File: src/rtl/ff_test_pkg.sv
// Shared constants and helpers for the AND-gated flop response checker.
// State encoding, default flop ID and a saturating increment.
package ff_test_pkg;

    localparam logic [1:0] ST_IDLE  = 2'd0;
    localparam logic [1:0] ST_PRIME = 2'd1;
    localparam logic [1:0] ST_RUN   = 2'd2;
    localparam logic [1:0] ST_DONE  = 2'd3;

    localparam logic [19:0] ID_NUM_DEF = 20'h65166;

    // Holds at 2^width-1 instead of wrapping.
    function automatic logic [31:0] sat_inc(
        input logic [31:0] value,
        input int          width
    );
        logic [31:0] max_v;
        if (width >= 32)
            max_v = '1;
        else
            max_v = (32'd1 << width) - 32'd1;
        if (value >= max_v)
            return max_v;
        return value + 32'd1;
    endfunction

endpackage

File: src/rtl/ff_and_model.sv
// Reference model of the AND-gated D flop: expected Q register plus
// async override and compare-suppress tracking across edges.
module ff_and_model
    import ff_test_pkg::*;
(
    input  logic clk,
    input  logic clear0,
    input  logic en,
    input  logic ip0,
    input  logic ip1,
    input  logic dut_clear0,
    input  logic dut_preset0,
    output logic exp_q,
    output logic cmp_en
);

    logic [1:0] prev_async;

    always_ff @(posedge clk or negedge clear0) begin
        if (!clear0) begin
            exp_q      <= 1'b0;
            prev_async <= 2'b11;
        end else begin
            prev_async <= {dut_clear0, dut_preset0};
            if (en) begin
                if (!dut_clear0)
                    exp_q <= 1'b0;
                else if (!dut_preset0)
                    exp_q <= 1'b1;
                else
                    exp_q <= ip0 & ip1;
            end
        end
    end

    // An async control seen low now or on the last edge leaves Q unknown.
    assign cmp_en = dut_clear0 & dut_preset0 & (&prev_async);

endmodule

File: src/rtl/ff_and_monitor.sv
// Response checker for the AND-gated flop: FSM, tick/error/skip
// counters and pass/fail reporting.
module ff_and_monitor
    import ff_test_pkg::*;
#(
    parameter int          NUM_TICKS = 9,
    parameter logic [19:0] ID_NUM    = ID_NUM_DEF,
    parameter int          CNT_W     = 16,
    parameter int          ERR_W     = 8
) (
    input  logic             clk,
    input  logic             clear0,
    input  logic             start,
    input  logic             stop,
    input  logic             ip0,
    input  logic             ip1,
    input  logic             dut_clear0,
    input  logic             dut_preset0,
    input  logic             op0,
    input  logic             op0bar,
    input  logic [19:0]      id_num,
    output logic [1:0]       state,
    output logic [CNT_W-1:0] tick_count,
    output logic [ERR_W-1:0] err_count,
    output logic [ERR_W-1:0] skip_count,
    output logic [CNT_W-1:0] first_err_tick,
    output logic             bar_err,
    output logic             id_ok,
    output logic             pass
);

    if (NUM_TICKS < 1 || NUM_TICKS >= (1 << CNT_W)) begin : g_bad_ticks
        $error("NUM_TICKS must be in 1 .. 2^CNT_W-1");
    end

    localparam logic [CNT_W-1:0] LAST_TICK = CNT_W'(NUM_TICKS - 1);

    logic exp_q;
    logic cmp_en;
    logic model_en;

    assign model_en = (state == ST_PRIME) || (state == ST_RUN);

    ff_and_model u_model (
        .clk         (clk),
        .clear0      (clear0),
        .en          (model_en),
        .ip0         (ip0),
        .ip1         (ip1),
        .dut_clear0  (dut_clear0),
        .dut_preset0 (dut_preset0),
        .exp_q       (exp_q),
        .cmp_en      (cmp_en)
    );

    always_ff @(posedge clk or negedge clear0) begin
        if (!clear0) begin
            state          <= ST_IDLE;
            tick_count     <= '0;
            err_count      <= '0;
            skip_count     <= '0;
            first_err_tick <= '1;
            bar_err        <= 1'b0;
            id_ok          <= 1'b0;
        end else begin
            id_ok <= (id_num == ID_NUM);
            unique case (state)
                ST_IDLE: begin
                    if (start) begin
                        state          <= ST_PRIME;
                        tick_count     <= '0;
                        err_count      <= '0;
                        skip_count     <= '0;
                        first_err_tick <= '1;
                        bar_err        <= 1'b0;
                    end
                end
                ST_PRIME: begin
                    state <= stop ? ST_DONE : ST_RUN;
                end
                ST_RUN: begin
                    if (stop) begin
                        state <= ST_DONE;
                    end else begin
                        tick_count <= tick_count + 1'b1;
                        if (cmp_en) begin
                            if (op0 != exp_q) begin
                                err_count <= ERR_W'(sat_inc(
                                    32'(err_count), ERR_W));
                                if (err_count == '0)
                                    first_err_tick <= tick_count;
                            end
                            if (op0bar == op0)
                                bar_err <= 1'b1;
                        end else begin
                            skip_count <= ERR_W'(sat_inc(
                                32'(skip_count), ERR_W));
                        end
                        if (tick_count == LAST_TICK)
                            state <= ST_DONE;
                    end
                end
                ST_DONE: begin
                    if (!start && !stop)
                        state <= ST_IDLE;
                end
            endcase
        end
    end

    assign pass = (state == ST_DONE) && (err_count == '0)
                  && !bar_err && id_ok;

endmodule

File: config.mk
export PLATFORM = sky130hd
export DESIGN_NAME = ff_and_monitor
export DESIGN_NICKNAME = d
export VERILOG_FILES = /design/src/rtl/ff_test_pkg.sv /design/src/rtl/ff_and_model.sv /design/src/rtl/ff_and_monitor.sv
export SDC_FILE = /design/constraint.sdc
export NUM_CORES = 1
export LEC_CHECK = 0
export BUFFER_PORTS_ARGS = -buffer_cell sky130_fd_sc_hd__buf_4
export CAP_MARGIN = 5
export CORE_ASPECT_RATIO = 0.6
export CORE_MARGIN = 5
export CORE_UTILIZATION = 52
export DETAILED_ROUTE_END_ITERATION = 10
export GPL_ROUTABILITY_DRIVEN = 0
export GPL_TIMING_DRIVEN = 0
export PLACE_DENSITY = 0.8
export RECOVER_POWER = 50
export SLEW_MARGIN = 0
export SYNTH_ARGS = -nofsm -noshare
export SYNTH_HDL_FRONTEND = slang
export SYNTH_SLANG_ARGS = --single-unit
File: constraint.sdc
create_clock -name clk -period 3.07 [get_ports clk]
set_input_delay 0 -clock clk [delete_from_list [all_inputs] [get_ports clk]]
set_output_delay 0 -clock clk [all_outputs]
set_load 0.01 [all_outputs]
Word-level counts from Yosys, hierarchy flattened:

Index checks and enable logic that the tools add are counted.

* reduce and logical (&&, ||, !) cells: 18
* add/subtract/negate cells: 3
* magnitude comparators: 2
* bitwise operators: 3
* equal/unequal tests: 16
* multiplexer cells: 50

Operators with widths (count)
* $mux W32: 7
* $mux W16: 7
* $mux W8: 10
* $ge A8 B32 Y1: 2
* $pmux W16 S2: 2
* $pmux W8 S2: 2
* $eq A20 B19 Y1 const B: 1
* $add A16 B1 Y16 const B: 1
* $add A8 B1 Y8 const B: 2
* $eq A16 B4 Y1 const B: 1
* $mux W1: 16
* $ne A2 B2 Y1 const B: 5
* $reduce_and A5 Y1: 2
* $logic_not A8 Y1: 1
* $mux W2: 4
* $pmux W2 S4: 1
* $ne A2 B1 Y1 const B: 3
* $reduce_and A3 Y1: 2
* $reduce_and A6 Y1: 1
* $eq A2 B2 Y1 const B: 2
* $logic_and A1 B1 Y1: 4
* $reduce_and A4 Y1: 1
* $and A1 B1 Y1: 3
* $logic_not A1 Y1: 3
* other kinds (9): 9

* word-level logic and storage cells: 101
* register bits: 55
* output and inout port bits: 53

Longest topological paths before layout:

* depth after elaboration: 16
* gate-level depth with buffers: 8

Modules after synthesis:

From an unflattened synthesis, not the netlist that was laid out.

* cell total of the unflattened synthesis: 295
* area, all modules: 2965.3 µm²

By module, submodules not included
* ff_and_monitor: sequential area each 1321.3 µm², cells each 288, area each 2859.0 µm², times used 1
* ff_and_model: sequential area each 77.6 µm², cells each 7, area each 106.4 µm², times used 1

Worst setup path before layout:

OpenSTA, ideal clock, no wires.

* path kind: reg2reg
* from: register state[0]
* to: register tick_count[12]
* period minus slack after synthesis: 2.276 ns
* setup time: 0.078 ns
* arrival time: 2.199 ns
* stages on the path, launching flop included: 9
* setup slack: 0.794 ns
* path buffers: 2
* cells stage by stage: dfrtp_1 > inv_1 > ha_1 > and2_1 > clkbuf_1 > or3_1 > buf_2 > or4_1 > a21oi_1

* longest elaborated chain between the ends: 3
* elaborated cells between the ends (all ways): 7

Ends and longest elaborated chain
* from (decl): line ff_and_monitor.sv:22 `output logic [1:0] state,`
* from (signal assigned): line ff_and_monitor.sv:79 `state <= stop ? ST_DONE : ST_RUN;`
* $eq A2 B2 Y1 or $logic_not A2 Y1 (tied branches): line ff_and_monitor.sv:67 `unique case (state)`
* $ne A2 B2 Y1 (no source line) or $reduce_bool A2 Y1 (tied branches)
* $reduce_and A3 Y1 (no source line)
* to (signal assigned): line ff_and_monitor.sv:85 `tick_count <= tick_count + 1'b1;`
* to (decl): line ff_and_monitor.sv:23 `output logic [CNT_W-1:0] tick_count,`

Parallel ways exist; a longest one is shown, timed or not.
A chain may end at the register's enable or synchronous reset.

Worst setup path after layout:

* from: register state[0]
* to: register skip_count[7]

* longest elaborated chain between the ends: 3
* elaborated cells between the ends (all ways): 8

Ends and longest elaborated chain
* $eq A2 B2 Y1 or $logic_not A2 Y1 (tied branches): line ff_and_monitor.sv:67
* $ne A2 B2 Y1 (no source line) or $reduce_bool A2 Y1 (tied branches)
* $reduce_and A4 Y1 (no source line)
* to (signal assigned): line ff_and_monitor.sv:96 `skip_count <= ERR_W'(sat_inc(`
* to (decl): line ff_and_monitor.sv:25 `output logic [ERR_W-1:0] skip_count,`

Parallel ways exist; a longest one is shown, timed or not.

==> reports/qor.csv <==
metric,value,unit
run status,"complete, no violations",
layout overhead on the synthesized area,25.5,%
Mean Syn Cell Area,9.79,um^2
critical-path cell list,inv_1 > ha_1 > and2_1 > clkbuf_1 > a211oi_1 > a21bo_2 > a22o_1,
fin crit period,2530,ps
initial antenna violation count,0,
Psw,0.895,mW
grt total ovfl,0,
RSZ-0062 raised after global routing,false,
Die ar.,0.00728,mm^2
sequential area share after synthesis,47.8,%
Sink Count,55,
detailed-route DRC error count,0,
slowest CP cell,a211oi_1,
area of the core,0.00552,mm^2
"Cell Area, Synth",0.00293,mm^2
row cnt,21,
Final Hold Viols,0,
asr flop ratio synth,100,%
Chip Width,107,um
Setup-failing EPs final,0,
Int Pwr,1.55,mW
crit-path leading delay family,compound AO/OA/AOI/OAI gates,
R2R Setup Slk,540,ps
Buffers on Ports,82,
"EDFF count, synth",0,
Num CTS Buffers,5,
part of the power in registers,44.1,%
clk_skew,5.55,ps
VDD IR max,0.342,mV
required time of the critical path,3270,ps
TritonCTS clock tree,done,
dpl hpwl,5.64,mm
Die H,68.1,um
largest net degree at the start of global routing,56,
Max Clk Rate,0.396,GHz
slowest cell delay on critical path,750,ps
number of I/O pins,83,
Hold Worst Slack,51.6,ps
depth of the CTS H-tree,2,
worst reg-to-reg path cell count,7,
Vias/cell,5.92,
Crit Path Class,flop to flop,
top_reg_cell synth,dfrtp_1,
crit path buf inv count,2,
slew margin rel.,10.7,%
fill count,473,
Initial Util,53.0,%
Clock Latency Late Sink,310,ps
Layout Nets,434,
root buffer cell,clkbuf_8,
first-pass GRT wire length,12.7,mm
PostCTS Resize Cnt,0,
min-delay src,ip1,
Antenna Cells,0,
maxcap violations,0,
Clock Pin Slew Worst Setup and Hold Paths,100,ps
reg2reg start,state[0]$_DFFE_PN0P_,
Slew @ Worst Pin,1340,ps
vias in the first global route,2572,
yosys warns,0,
combinational power share,39.8,%
cell leakage power,1.56,nW
crit path max fanout,8,
switching share of power,36.6,%
routed wire length,7.51,mm
Setup TNS,0,ps
GR Util All Layers,21.8,%
Yosys cell types,48,
vias post-DR,2746,
worst reg2reg endpoint,skip_count[7]$_DFFE_PN0P_,
drt pass-1 iters,5,
Post-Syn Instances,299,
Post-DRT Antenna Nets,0,
Critical Path Source Type,flop,
part of the cycle the worst path needs,82.3,%
"Core Util, Final",66.6,%
max-slew violations,0,
critical path endpoint category,flop,
share of cells above drive strength 1,22.8,%
Yosys reg bits,55,
drt first-iter violations,300,
"Arr. time, crit path",2730,ps
Mapped Nets,339,
pwr/cell area,665,mW/mm^2
Hold Path Class,primary input to flop,
Clock power frac,16.1,%
Hold Path Depth,5,
maximum root-to-sink buffer count,2,
end of the worst hold path,u_model.exp_q$_DFFE_PN0P_,
DR WL/cell,16.2,um
## tightest hold or removal path: stages
cell     delay [ps]
buf_4            80
nand2_1          40
nand2_1          60
nand3_1          70
o21ai_0          80
## stage by stage
stage	instance area [um^2]	power (mW)	cells	worst slack [ps]
after floorplan	2930	1.66	299	794
after global placement	3630	2.06	450	613
after detailed placement	3630	2.10	450	564
after CTS	3770	2.50	464	548
after global routing	3670	2.62	464	354
final	3670	2.44	464	543
## worst max path at each step
stage                                     from                         end  slack, ps  cells past startpoint
after floorplan           state[0]$_DFFE_PN0P_  tick_count[12]$_DFFE_PN0P_        790                      8
after global placement    state[0]$_DFFE_PN0P_   skip_count[7]$_DFFE_PN0P_        610                      7
after detailed placement  state[0]$_DFFE_PN0P_   skip_count[7]$_DFFE_PN0P_        560                      7
after CTS                 state[0]$_DFFE_PN0P_   skip_count[7]$_DFFE_PN0P_        550                      7
after global routing      state[0]$_DFFE_PN0P_   skip_count[2]$_DFFE_PN0P_        350                      7
final                     state[0]$_DFFE_PN0P_   skip_count[7]$_DFFE_PN0P_        540                      7
## synth_stat cells, types with 5 or more instances
master	count	share of area [%]
nor4_1	7	1.5
a21oi_1	16	2.7
dfstp_2	18	16
a22o_1	5	1.5
ha_1	10	4.3
nor4b_1	5	1.5
o22a_1	14	4.2
o31ai_1	9	2.3
nand2_1	16	2.1
o21ai_0	23	3.9
nor3_1	5	0.85
or4_1	7	1.8
nand4_1	5	1.1
xnor2_1	7	2.1
inv_1	19	2.4
dfrtp_1	37	32
or3_1	5	1.1
clkbuf_1	6	0.77
nor2_1	17	2.2
and3_1	5	1.1
nand3_1	20	3.4
## sequential cells by signal, indices dropped and copies added, names as in the netlist
name and count:
skip_count 8, u_model.prev_async 2, u_model.exp_q 1, err_count 8, state 2, bar_err 1
first_err_tick 16, tick_count 16, id_ok 1
## logic make-up after synthesis
logic type / after synthesis / share of synthesized area, %
and+or+nand+nor: 107 / 20.3
AOI/OAI and AO/OA: 87 / 20.2
DFF: 55 / 47.8
buffers and inverters: 29 / 3.89
adders and majority gates: 10 / 4.28
xor gates and xnor gates: 8 / 2.39
muxes: 3 / 1.11
## power groups by stage
stage | combinational (mW) | sequential, mW | clock [mW]
2_1_floorplan | 0.524 | 1.14 | 0
3_3_place_gp | 0.980 | 1.08 | 0
3_5_place_dp | 1.01 | 1.09 | 0
4_1_cts | 1.02 | 1.08 | 0.400
5_1_grt | 1.08 | 1.10 | 0.443
6_report | 0.972 | 1.08 | 0.393
## area by class of cell
| type | instances | area (um^2) | area share, % |
|---|---|---|---|
| well taps | 69 | 86.3 | 2.35 |
| repair buffers | 88 | 576 | 15.7 |
| clock buffers | 6 | 72.6 | 1.98 |
| clock inverters | 2 | 12.5 | 0.341 |
| inverters | 19 | 71.3 | 1.94 |
| plain buffers | 10 | 42.5 | 1.16 |
| multi-input cells | 215 | 1410 | 38.5 |
| flip-flops and latches | 55 | 1400 | 38.1 |
## timing repair
item / 4_1_cts / 5_1_grt
buffers inserted: 0 / 0
hold buffers: 6 / 0
setup endpoints to repair: 0 / 0
hold endpoints to repair: 41 / 0
## placed cells by master (no fill, tap or decap), drive strengths merged, types with 2 or more instances in the layout
master,Yosys,routed
a41oi,2,2
xnor2,7,7
a311oi,2,2
o211ai,2,2
o21ai,23,23
nor4,7,7
buf,4,59
or4,7,7
dfrtp,37,37
inv,19,19
dlygate4sd3,0,6
mux2,2,2
and3,5,5
a211oi,3,3
o31ai,9,9
or3,5,5
nor2,17,17
nor2b,3,3
a31oi,2,2
clkbuf,6,39
nor4bb,3,3
nand2,16,16
a21bo,2,2
nor4b,5,5
a21oi,16,16
dfstp,18,18
a22o,5,5
nand4,5,5
nand3,20,20
and2,3,3
ha,10,10
nor3,5,5
o22a,14,14
## metal layers
metal,GRT usage [%],vias to the layer above,share of wire (%)
li1,-,1311,-
met1,32.5,1302,48
met2,33.3,127,43
met3,3.77,6,7.5
met4,5.26,0,0.59
met5,0,-,0
No activity file was read; power rests on OpenSTA's default activity.
